[config.mk]
export PLATFORM = sky130hd
export DESIGN_NAME = aes_sbox_sched
export DESIGN_NICKNAME = d
export VERILOG_FILES = /design/src/rtl/aes_sbox_sched.sv
export SDC_FILE = /design/constraint.sdc
export NUM_CORES = 1
export LEC_CHECK = 0
export BUFFER_PORTS_ARGS = -buffer_cell sky130_fd_sc_hd__buf_2
export CAP_MARGIN = 20
export CORE_MARGIN = 2
export CORE_UTILIZATION = 30
export CTS_CLUSTER_DIAMETER = 100
export DETAILED_ROUTE_END_ITERATION = 12
export GPL_ROUTABILITY_DRIVEN = 0
export MAX_ROUTING_LAYER = met4
export PLACE_DENSITY = 0.61
export SLEW_MARGIN = 20
export SYNTH_ARGS = -nofsm -noshare
export SYNTH_HDL_FRONTEND = slang
export SYNTH_SLANG_ARGS = --single-unit
[constraint.sdc]
create_clock -name clk -period 2 [get_ports clk]
set_clock_uncertainty 0.2 [all_clocks]
set_input_delay 0.1 -clock clk [delete_from_list [all_inputs] [get_ports clk]]
set_output_delay 0.1 -clock clk [all_outputs]
set_load 0.01 [all_outputs]
[src/rtl/aes_sbox_sched.sv]
// aes_sbox_sched: shares LANES external S-box lookups between a SubBytes state path and a SubWord key path.
// Latency: response valid 16/LANES (state) or 4/LANES (key) cycles after accept; one job in flight.
// Backpressure: request ready only in IDLE; the result is held in HOLD until its rsp_ready.
module aes_sbox_sched #(
   parameter int LANES = 4
) (
   input  logic                 clk,
   input  logic                 rst,
   input  logic                 st_req_valid,
   output logic                 st_req_ready,
   input  logic [127:0]         st_req_data,
   output logic                 st_rsp_valid,
   input  logic                 st_rsp_ready,
   output logic [127:0]         st_rsp_data,
   input  logic                 kw_req_valid,
   output logic                 kw_req_ready,
   input  logic [31:0]          kw_req_data,
   output logic                 kw_rsp_valid,
   input  logic                 kw_rsp_ready,
   output logic [31:0]          kw_rsp_data,
   output logic [8*LANES-1:0]   sbox_in,
   input  logic [8*LANES-1:0]   sbox_out,
   output logic                 busy
);

   localparam int ST_BEATS = 16 / LANES;
   localparam int KW_BEATS = 4 / LANES;
   localparam int LW       = 8 * LANES;

   if (LANES != 1 && LANES != 2 && LANES != 4) begin : g_bad_lanes
      $error("aes_sbox_sched: LANES must be 1, 2 or 4");
   end

   typedef enum logic [2:0] {IDLE, RUN_ST, RUN_KW, HOLD_ST, HOLD_KW} state_t;
   typedef enum logic {GRANT_ST, GRANT_KW} grant_t;

   state_t        state, state_nxt;
   grant_t        last_grant;
   logic [3:0]    beat;
   logic [127:0]  work;       // bytes 0..15 of the job, byte 0 at the top
   logic [127:0]  st_res;
   logic [31:0]   kw_res;
   logic          last_beat;
   logic [6:0]    st_base;    // top bit of the current beat's slice in a 128-bit vector
   logic [4:0]    kw_base;    // same for the 32-bit key result

   // Round-robin arbitration; ready is also qualified by the requester's own
   // valid so that an idle block with no requests shows ready low.
   always_comb begin
      st_req_ready = (state == IDLE) && st_req_valid &&
                     (!kw_req_valid || last_grant == GRANT_KW);
      kw_req_ready = (state == IDLE) && kw_req_valid &&
                     (!st_req_valid || last_grant == GRANT_ST);
   end

   // Beat slice positions and end-of-job detection.
   always_comb begin
      st_base   = 7'(127 - LW * int'(beat));
      kw_base   = 5'(31 - LW * int'(beat));
      last_beat = (state == RUN_ST && beat == 4'(ST_BEATS - 1)) ||
                  (state == RUN_KW && beat == 4'(KW_BEATS - 1));
   end

   // Next-state logic.
   always_comb begin
      state_nxt = state;
      case (state)
         IDLE: begin
            if (st_req_ready)      state_nxt = RUN_ST;
            else if (kw_req_ready) state_nxt = RUN_KW;
         end
         RUN_ST:  if (last_beat)    state_nxt = HOLD_ST;
         RUN_KW:  if (last_beat)    state_nxt = HOLD_KW;
         HOLD_ST: if (st_rsp_ready) state_nxt = IDLE;
         HOLD_KW: if (kw_rsp_ready) state_nxt = IDLE;
         default:                   state_nxt = IDLE;
      endcase
   end

   // Outputs decoded from the state; S-box inputs are zero outside RUN states.
   always_comb begin
      st_rsp_valid = (state == HOLD_ST);
      kw_rsp_valid = (state == HOLD_KW);
      busy         = (state != IDLE);
      st_rsp_data  = st_res;
      kw_rsp_data  = kw_res;
      sbox_in      = '0;
      if (state == RUN_ST || state == RUN_KW) sbox_in = work[st_base -: LW];
   end

   // State register, job capture and per-beat result write-back.
   always_ff @(posedge clk) begin
      if (rst) begin
         state      <= IDLE;
         beat       <= '0;
         last_grant <= GRANT_ST;
         work       <= '0;
         st_res     <= '0;
         kw_res     <= '0;
      end else begin
         state <= state_nxt;
         case (state)
            IDLE: begin
               if (st_req_ready) begin
                  work       <= st_req_data;
                  last_grant <= GRANT_ST;
                  beat       <= '0;
               end else if (kw_req_ready) begin
                  work       <= {kw_req_data, 96'd0};
                  last_grant <= GRANT_KW;
                  beat       <= '0;
               end
            end
            RUN_ST: begin
               st_res[st_base -: LW] <= sbox_out;
               beat                  <= beat + 4'd1;
            end
            RUN_KW: begin
               kw_res[kw_base -: LW] <= sbox_out;
               beat                  <= beat + 4'd1;
            end
            default: ;
         endcase
      end
   end

endmodule

==> Word-level counts from Yosys, hierarchy flattened <==
Cells that the tools add are included.
{ "word_totals": {"word_cells": 65, "input_bits": 198, "regBits": 296} }
{ "op_classes": {"n_addsub": 5, "muxes": 17, "bitwise_logic": 1, "eq_ne": 10, "n_reduce_logical": 21, "shifts": 5} }
{ "ops": {"columns": ["operator", "count"], "rows": [
  ["$mux 128", 2],
  ["$shift 32x9->159 const A", 1],
  ["$shiftx 159x8->32", 1],
  ["$shiftx 32x9->159", 1],
  ["$bwmux 128", 1],
  ["$shift 32x7->63 const A", 1],
  ["$shiftx 32x7->63", 1],
  ["$bwmux 32", 1],
  ["$mux 32", 1],
  ["$mux 3", 6],
  ["$pmux 3 s5", 1],
  ["$neg 7->9", 1],
  ["$mux 4", 2],
  ["$pmux 4 s2", 1],
  ["$neg 5->7", 1],
  ["$sub 7x7->7 const A", 1],
  ["$eq 3x2->1 const B", 2],
  ["$logic_and 1x1->1", 6],
  ["$reduce_and 5->1", 1],
  ["$add 4x1->4 const B", 1],
  ["$eq 4x2->1 const B", 1],
  ["$logic_not 4->1", 1],
  ["$logic_or 1x1->1", 4],
  ["$ne 2x1->1 const B", 2],
  ["13 further kinds", 18]
]} }

==> Logic depth before layout (Yosys ltp) <==
Gate-level depths: netlist of run 1.
{ "depth": {"ltp_word": 6, "ltp_mapped": 8} }

==> Least setup slack after synthesis of run 1 <==
OpenSTA, ideal clock, no wires.
{ "synth_timing": {"kind": "register -> register", "from": "register beat[1]", "to": "register state[0]", "arrival_ps": 1826, "t_required_ps": 1709, "period_less_slack_ps": 2117, "path_slack_ps": -117, "stages_incl_launch_ff": 8, "path_buffers": 1, "cell_sequence": "dfxtp_1 > buf_2 > inv_1 > ha_1 > or4b_4 > a32oi_2 > a41oi_1 > a311oi_1"} }
{ "synth_between": {"elab_chain_len": 5, "word_cells_on_any_way": 8} }
{ "synth_rtl": {"columns": ["item", "line_no", "source"], "rows": [
  ["start, declared", "39", "logic [3:0] beat;"],
  ["start signal, assigned", "116", "beat <= beat + 4'd1;"],
  ["start signal, assigned", "120", "beat <= beat + 4'd1;"],
  ["$eq 4x2->1 or $logic_not 4->1 (tied branches)", "60, 61", null],
  ["$logic_and 1x1->1, on equally long branches", "60, 61", null],
  ["$logic_or 1x1->1 (*)", "60", "last_beat = (state == RUN_ST && beat == 4'(ST_BEATS - 1)) ||"],
  ["$ne 2x2->1 (no source line)", null, null],
  ["$reduce_and 5->1 (no source line) (*)", null, null],
  ["end signal, assigned", "101", "state <= state_nxt;"],
  ["end, declared", "37", "state_t state, state_nxt;"]
]} }
Mark *: on every way between the ends. The rest lies on a longest branch, timed or not.
A chain may end at the register's enable or synchronous reset.

==> Worst setup path after layout of run 1 <==
{ "layout_timing": {"from": "register beat[1]", "to": "output port sbox_in[1]"} }
{ "layout_between": {"elab_chain_len": 3} }
{ "layout_rtl": {"columns": ["item", "line_no", "source"], "rows": [
  ["$sub 7x7->7", "58", "st_base = 7'(127 - LW * int'(beat));"],
  ["$shiftx 159x8->32", "88", "if (state == RUN_ST || state == RUN_KW) sbox_in = work[st_base -: LW];"],
  ["$mux 32", "88", null],
  ["end, declared", "21", "output logic [8*LANES-1:0] sbox_in,"]
]} }
Every way passes these cells.

==> run metrics, run 1 <==
status=complete, but fails checks; failing checks=setup timing; Rel. slew slack=0.633; Seq pwr share=0.327; total number of yosys warnings=0; initial core utilization=0.304; combinational fraction of design power=0.373; fin crit period=2.29 ns; Crit Path Max Fanout=12; fin crit share=1.14; leakage power=7.63 nW; die height=202 um; most frequent cell after synthesis=dfxtp_1; maximum clock frequency=0.437 GHz; Finished Core Util=0.477; share of cells above drive strength 1=0.319; Max-Cap Viols=0; Yosys top cell area share=0.505; DR vias=12.6k; post-synthesis cell type count=39; worst hold path type=primary input to flop; PD cells=1200 nW/um^2; Core Box Area=38600 um^2; Final WS setup=-0.287 ns; IO buf count=394; RSZ-0062 raised after global routing=yes; ys async rst share=0; largest net degree at the start of global routing=67; H-Tree Level Count=2; post-detail-place hpwl=27900 um; cell area after synthesis=11700 um^2; Via density=5.14; remaining antenna violation count=0; DRC Markers=0; peak supply drop=0.000926 V; GRT overflow=0; root buf cell=clkbuf_16; DRT iter0 DRCs=801; Int Power=14.6 mW; # IOs=395; sw frac=0.339; global-route wire length before repair=68700 um; synth cell count leaders=dfxtp_1 (296), nand2_1 (202), a21oi_1 (164); number of flops mapped to enable cells by yosys=0; CTS tree=yes; Worst-Skew Late Latency=0.54 ns; synthesized area per cell=8.88 um^2; Seq cells post-synth=296; Area contributors post-synth=dfxtp_1 (50%), a21oi_1 (7.0%), nand2_1 (6.5%); Seq/Total Area, Yosys=0.505; Crit Path Class=flop to output pin; vias in the first global route=12.5k; Slew Viols, Final=0; Hold Vio Cnt, Final=0; clock share of power=0.299; Initial DRT Pass Iterations=5; clk slew on worst S/H paths=0.07 ns; Routed WL=47100 um; Worst Tran Pin Value=0.550 ns; Rows=72; total CTS buffers=35; clock sink total=296; Synth Flop Type=dfxtp_1; final setup fails=36; Die Area=40700 um^2; Setup crit start kind=flop; cell taking the most area after synthesis=dfxtp_1; DR WL/cell=19.2 um; Sum Neg Setup Slack=-8.30 ns; Nets=2113; Syn Inst Count=1322; initial antenna violation count=5; Net Switching=7.48 mW; Area Overhead vs Synth=57.0%; Critical Path Sink Type=output pin; crit path DAT=1.99 ns; GRT Util Overall=0.220; Hold WS=0.151 ns; deepest clock path buffer count=3; Synth Net Count=1524; Worst Path Required=1.70 ns; die width=202 um
per-layer routing:
metal  wire length (um)  share of wire  vias to the layer above  GRT usage
met1              18300           0.39                     5987      0.249
met4               2760          0.059                        0      0.132
li1                   -              -                     5813          -
met3               3280          0.070                      185     0.0439
met2              22700           0.48                      656      0.361
met5                  0              0                        -          -
through the flow:
step	instance area [um^2]	setup slack [ns]	total power, mW	std cells
final	18400	-0.287	22.1	2458
after global placement	14600	0.0727	13.6	2165
after global routing	18400	-0.367	23.0	2458
after detailed placement	14600	0.0542	13.7	2165
after CTS	18000	-0.326	21.1	2432
after floorplan	11800	0.00558	11.1	1322
worst max-delay path: stages (launching register included):
cell     delay [ns]
dfxtp_4        0.44
buf_16         0.19
mux4_2         0.50
and2_4         0.17
buf_2          0.14
final timing paths:
kind / startpoint / depth (start not counted) / slack (ns) / end
worst max register to register: beat[1] / 7 / -0.11 / state[0]
worst min register to register: st_rsp_data[11] / 2 / 0.25 / st_rsp_data[11]
worst max-delay path: beat[1] / 4 / -0.29 / sbox_in[1]
worst min-delay path: st_req_data[73] / 4 / 0.15 / work[73]
layout make-up:
| type | count | area, um^2 |
|---|---|---|
| fill | 3497 | 20200 |
| clock buffer | 49 | 968 |
| inverter | 5 | 26.3 |
| timing repair buffer | 677 | 5220 |
| clock inverter | 12 | 196 |
| tap | 518 | 648 |
| antenna | 5 | 12.5 |
| multi-input combinational | 896 | 5420 |
| sequential | 296 | 5940 |
cells in the final DEF (no fill, tap or decap), types with 31 or more instances in the layout:
cell / Yosys / routed
dlygate4sd3_1: 0 / 197
dfxtp_1: 296 / 292
a211oi_1: 33 / 32
mux2i_1: 32 / 31
clkbuf_16: 0 / 39
nand3_1: 132 / 131
mux4_2: 32 / 32
nand2_1: 202 / 202
a22oi_1: 96 / 96
a21oi_1: 164 / 163
buf_4: 1 / 50
nor2_1: 137 / 132
buf_2: 30 / 367
cells by family (layout without fill, tap and decap cells):
kind of cell,count (synthesis),in the layout,share of synthesized area
compound gates,304,304,0.160
xor+xnor,1,1,0.000746
fa+ha+maj,4,4,0.00426
buf+inv,130,743,0.0476
flops,296,296,0.505
mux,64,64,0.0887
other cells,0,5,0
simple gates,523,523,0.194
registers in the layout, indices dropped and copies added, names as in the netlist:
register / flops
work: 128
beat: 4
kw_rsp_data: 32
state: 3
last_grant: 1
st_rsp_data: 128
power by group through the flow:
stage	clock [mW]	combinational, mW	sequential (mW)
after floorplan	0	3.86	7.25
after global placement	0	6.31	7.26
after detailed placement	0	6.40	7.28
after CTS	6.73	7.14	7.18
after global routing	6.96	8.75	7.30
final	6.61	8.24	7.22
repair_timing:
action	CTS	global route
resized for setup	43	37
endpoints found under the setup margin	34	39
endpoints found under the hold margin	296	0
pin swaps	3	14
setup buffers	7	16
hold buffers	197	0
cloned	2	5
Note: power is estimated with default switching activity, not from simulation.
==> inputs of run 2 (changes only) <==
--- a/constraint.sdc
+++ b/constraint.sdc
@@ -4,2 +4,2 @@
 set_output_delay 0.1 -clock clk [all_outputs]
-set_load 0.01 [all_outputs]
+set_load 0.05 [all_outputs]
==> run 2 against run 1 <==
Effect of this change:
- maximum frequency down 1.7%
- sequential cell count unchanged
- register-to-register slack worse by 0.08 ns
- via count up 0.33%
- cell count down 0.28%
- power up 6.2%
- critical path depth unchanged
- the run still ends with setup timing left
==> run metrics, run 2 (synthesis gave the netlist of run 1 again) <==
DR vias=12.7k (was 12.6k); leakage power=7.59 nW (was 7.63 nW); DR WL/cell=19.5 um (was 19.2 um); PD cells=1270 nW/um^2 (was 1200 nW/um^2); met2 usage=0.373 (was 0.361); RSZ-0062 raised after global routing=yes (unchanged); die height=202 um (unchanged); Initial DRT Pass Iterations=8 (was 5); clock sink total=296 (unchanged); fin cells=2451 (was 2458); Max-Cap Viols=0 (unchanged); initial core utilization=0.304 (unchanged); crit path DAT=2.03 ns (was 1.99 ns); most common cell after layout, fill and taps aside=buf_2 (unchanged); worst hold stages=4 (unchanged); global-route track usage on met3=0.0443 (was 0.0439); GRT met1 Usage=0.257 (was 0.249); share of cells above drive strength 1=0.317 (was 0.319); DRC Markers=0 (unchanged); failing checks=setup timing (unchanged); die width=202 um (unchanged); peak supply drop=0.000819 V (was 0.000926 V); Slew Viols, Final=0 (unchanged); Pwr Total=23.4 mW (was 22.1 mW); clk slew on worst S/H paths=0.06 ns (was 0.07 ns); pre-CTS worst setup slack=0.0188 ns (was 0.0542 ns); global-route wire length before repair=71500 um (was 68700 um); final setup fails=35 (was 36); Hold Vio Cnt, Final=0 (unchanged); Final WS setup=-0.328 ns (was -0.287 ns); placed cell count=2165 (unchanged); Area Overhead vs Synth=57.5% (was 57.0%); CTS tree=yes (unchanged); GRT overflow=0 (unchanged); Crit Path Class=flop to output pin (unchanged); Placement Cell Area=14500 um^2 (was 14600 um^2); design area=18500 um^2 (was 18400 um^2); Via density=5.17 (was 5.14); H-Tree Level Count=2 (unchanged); worst hold path type=primary input to flop (unchanged); Critical Path Sink Type=output pin (unchanged); initial antenna violation count=7 (was 5); Core Box Area=38600 um^2 (unchanged); remaining antenna violation count=0 (unchanged); Die Area=40700 um^2 (unchanged); IO buf count=394 (unchanged); fin crit share=1.16 (was 1.14); Rows=72 (unchanged); most frequent cells in the layout=buf_2 (358), dfxtp_1 (291), nand2_1 (202) (was buf_2 (367), dfxtp_1 (292), nand2_1 (202)); root buf cell=clkbuf_16 (unchanged); gr busiest metal=met2 (unchanged); fin crit period=2.33 ns (was 2.29 ns); DRT iter0 DRCs=926 (was 801); Worst Tran Pin Value=0.535 ns (was 0.550 ns); largest net degree at the start of global routing=97 (was 67); Sum Neg Setup Slack=-9.91 ns (was -8.30 ns); Worst-Skew Late Latency=0.54 ns (about the same); Hold WS=0.158 ns (was 0.151 ns); maximum clock frequency=0.430 GHz (was 0.437 GHz); Setup crit start kind=flop (unchanged); deepest clock path buffer count=3 (unchanged); status=complete, but fails checks (unchanged); Routed WL=47800 um (was 47100 um); Nets=2104 (was 2113); Rel. slew slack=0.643 (was 0.633); Worst Path Required=1.70 ns (about the same); Crit Path Max Fanout=7 (was 12); GRT Util Overall=0.229 (was 0.220); vias in the first global route=12.9k (was 12.5k); total CTS buffers=35 (unchanged); Finished Core Util=0.479 (was 0.477); # IOs=395 (unchanged); post-detail-place hpwl=28000 um (was 27900 um); Worst R2R Path Depth=7 (unchanged)
## run 2: report_power, final
group	leakage (nW)	switching, mW	internal [mW]
sequential	2.41	0.560	6.73
clock	0.558	2.58	3.84
combinational	4.62	5.82	3.91
## run 2: area by class of cell
class	count	area [um^2]
Clock buffer	53	1030
Clock inverter	8	111
Antenna cell	7	17.5
Sequential cell	296	5940
Timing Repair Buffer	668	5280
Fill cell	3445	20200
Tap cell	518	648
Inverter	5	21.3
Multi-Input combinational cell	896	5440
## run 2: what timing repair did
action                                 in CTS  in global routing
buffers inserted                           14                  2
endpoints found under the hold margin     295                  0
hold buffers                              197                  0
setup endpoints to repair                  35                 64
pin swaps                                   9                 20
gates cloned                                4                  5
resized for setup                         113                 56
## run 2: path summary, 6_finish.rpt
check	start	to	slack, ns
hold reg to reg	st_rsp_data[9]	st_rsp_data[9]	0.25
setup reg to reg	beat[1]	state[0]	-0.19
setup / recovery	beat[1]	sbox_in[22]	-0.33
hold / removal	st_req_data[74]	work[74]	0.16
## run 2: per-layer routing
| layer | up-vias | part of all wire |
|---|---|---|
| met4 | 0 | 0.060 |
| li1 | 5793 | - |
| met2 | 615 | 0.49 |
| met5 | - | 0 |
| met1 | 6080 | 0.39 |
| met3 | 195 | 0.065 |
## run 2: worst max-delay path: stages, from the launching register on
cell	delay, ns
dfxtp_4	0.45
buf_12	0.18
mux4_2	0.54
and2_4	0.17
buf_8	0.14
==> inputs of run 3 (changes only) <==
==> constraint.sdc (replaced) <==
create_clock -name clk -period 2 [get_ports clk]
set_clock_uncertainty 0.2 [all_clocks]
set_input_delay 0.2 -clock clk [delete_from_list [all_inputs] [get_ports clk]]
set_output_delay 0.2 -clock clk [all_outputs]
set_load 0.05 [all_outputs]
==> run 3 against run 2 <==
Effect of this change:
- first-iteration DRC count down 5.3%
- the run still ends with setup timing left
- cell area up 2.0%
- critical path type unchanged
- setup slack worse by 0.11 ns
- critical endpoint is now sbox_in[1]
- sequential power about the same
==> run metrics, run 3 (synthesis gave the netlist of run 1 again) <==
status=complete, but fails checks (unchanged); failing checks=setup timing (unchanged); PD cells=1260 nW/um^2 (was 1270 nW/um^2); delay-heaviest family, CP=multiplexers (unchanged); post-detail-place hpwl=29000 um (was 28000 um); total CTS buffers=35 (unchanged); CTS tree=yes (unchanged); clk slew on worst S/H paths=0.06 ns (about the same); leakage power=7.77 nW (was 7.59 nW); Final WS setup=-0.437 ns (was -0.328 ns); crit path DAT=2.04 ns (was 2.03 ns); Via density=5.21 (was 5.17); fin crit share=1.22 (was 1.16); DR WL/cell=19.7 um (was 19.5 um); initial core utilization=0.304 (unchanged); most common cell after layout, fill and taps aside=buf_2 (unchanged); Max-Cap Viols=0 (unchanged); worst hold endpoint=st_rsp_data[97] (was work[74]); Routed WL=48500 um (was 47800 um); Fill cells=3468 (was 3445); Crit-path slowest cell=mux4_2 (unchanged); Hold WS=0.247 ns (was 0.158 ns); Setup crit start kind=flop (unchanged); Crit Path Max Fanout=5 (was 7); RSZ-0062 raised after global routing=yes (unchanged); # IOs=395 (unchanged); Worst Tran Pin Value=0.539 ns (was 0.535 ns); Core Box Area=38600 um^2 (unchanged); remaining antenna violation count=0 (unchanged); DRC Markers=0 (unchanged); placed cell count=2174 (was 2165); Worst R2R Path Depth=8 (was 7); die height=202 um (unchanged); die width=202 um (unchanged); largest net degree at the start of global routing=68 (was 97); DR vias=12.9k (was 12.7k); pre-CTS worst setup slack=-0.0459 ns (was 0.0188 ns); IO buf count=394 (unchanged); Rows=72 (unchanged); H-Tree Level Count=2 (unchanged); share of cells above drive strength 1=0.339 (was 0.317); Crit Path Class=flop to output pin (unchanged); Nets=2124 (was 2104); Hold Vio Cnt, Final=0 (unchanged); Die Area=40700 um^2 (unchanged); Worst Path Required=1.60 ns (was 1.70 ns); maximum clock frequency=0.410 GHz (was 0.430 GHz); Crit path largest cell delay=0.51 ns (was 0.54 ns); Sum Neg Setup Slack=-12.78 ns (was -9.91 ns); fin crit period=2.44 ns (was 2.33 ns); Critical Path Sink Type=output pin (unchanged); worst reg2reg path startpoint=beat[1] (unchanged); Worst R2R Setup Slack=-0.09 ns (was -0.19 ns); peak supply drop=0.000781 V (was 0.000819 V); root buf cell=clkbuf_16 (unchanged); final setup fails=37 (was 35); fin cells=2469 (was 2451); Worst-Skew Late Latency=0.54 ns (about the same); Slew Viols, Final=0 (unchanged); worst hold path type=flop to flop (was primary input to flop); clock sink total=296 (unchanged); most frequent cells in the layout=buf_2 (357), dfxtp_1 (291), nand2_1 (202) (was buf_2 (358), dfxtp_1 (291), nand2_1 (202)); deepest clock path buffer count=3 (unchanged); Initial DRT Pass Iterations=6 (was 8); GRT overflow=0 (unchanged); GRT Util Overall=0.226 (was 0.229); initial antenna violation count=4 (was 7); DRT iter0 DRCs=877 (was 926); Hold Startpoint=st_rsp_data[97] (was st_req_data[74]); worst hold stages=2 (was 4); FF-to-FF End=state[1] (was state[0]); Area Overhead vs Synth=60.6% (was 57.5%); Rel. slew slack=0.637 (was 0.643); global-route wire length before repair=70600 um (was 71500 um); Buf+Inv Stages, Crit Path=3 (was 2); vias in the first global route=12.5k (was 12.9k); worst path cell trace=buf_12 > buf_16 > mux4_2 > and2_4 > buf_6 (was buf_12 > mux4_2 > and2_4 > buf_8)
## run 3: changes by cell type in the layout (fill, tap and decap cells not counted), moves of 6 or more
cell	before	now
buf_6	18	35
mux2i_1	31	25
buf_4	40	51
and2_2	0	10
buf_8	21	10
mux2i_2	0	6
clkbuf_1	10	3
and2_1	11	1
## run 3: what timing repair did
| item | in CTS | in global routing |
|---|---|---|
| hold buffers | 197 | 0 |
| cloned | 2 | 10 |
| buffers inserted | 13 | 7 |
| setup endpoints to repair | 40 | 179 |
| pin swaps | 6 | 9 |
| gates resized for setup | 119 | 54 |
| hold endpoints to repair | 293 | 0 |
## run 3: worst register-to-register path, stage by stage (launching register included)
cell       delay, ns
dfxtp_4         0.37
buf_4           0.16
inv_4           0.06
ha_4            0.12
or4b_4          0.46
a32oi_2         0.24
buf_4           0.16
o2111ai_1       0.10
a21oi_1         0.16
## run 3: layout make-up
cell class	instances	area, um^2	area share
antenna	5	12.5	0.000663
clock buffer	46	1020	0.0541
clock inverter	15	209	0.0111
inverter	5	26.3	0.00139
multi-input combinational	896	5500	0.292
sequential	296	5940	0.315
tap	518	648	0.0344
timing repair buffer	688	5500	0.292
## run 3: worst max path at each step
stage / startpoint / end / slack [ns] / cells past startpoint
after global routing: beat[1] / sbox_in[31] / -0.49 / 5
after floorplan: beat[1] / state[0] / -0.07 / 7
after CTS: beat[1] / sbox_in[31] / -0.45 / 5
after detailed placement: beat[1] / state[1] / -0.05 / 7
after global placement: beat[1] / sbox_in[10] / 0.01 / 4
final: beat[1] / sbox_in[1] / -0.44 / 5
## run 3: report_power, final
group          internal [mW]  switching (mW)
combinational           3.95            5.73
clock                   4.23            2.60
sequential              6.72           0.538
## run 3: through the flow
| stage | cell area, um^2 | total power [mW] | utilization |
|---|---|---|---|
| floorplan | 11800 | 12.5 | - |
| global placement | 14700 | 15.0 | 0.379 |
| detailed placement | 14700 | 15.1 | 0.379 |
| CTS | 18400 | 23.1 | 0.476 |
| global route | 18900 | 24.7 | 0.488 |
| finish | 18900 | 23.8 | 0.488 |
## run 3: metal layers
| metal | GRT usage | vias to the layer above | part of all wire |
|---|---|---|---|
| li1 | - | 5831 | - |
| met1 | 0.263 | 6141 | 0.39 |
| met2 | 0.365 | 709 | 0.48 |
| met3 | 0.0508 | 187 | 0.078 |
| met4 | 0.119 | 0 | 0.051 |
| met5 | - | - | 0 |
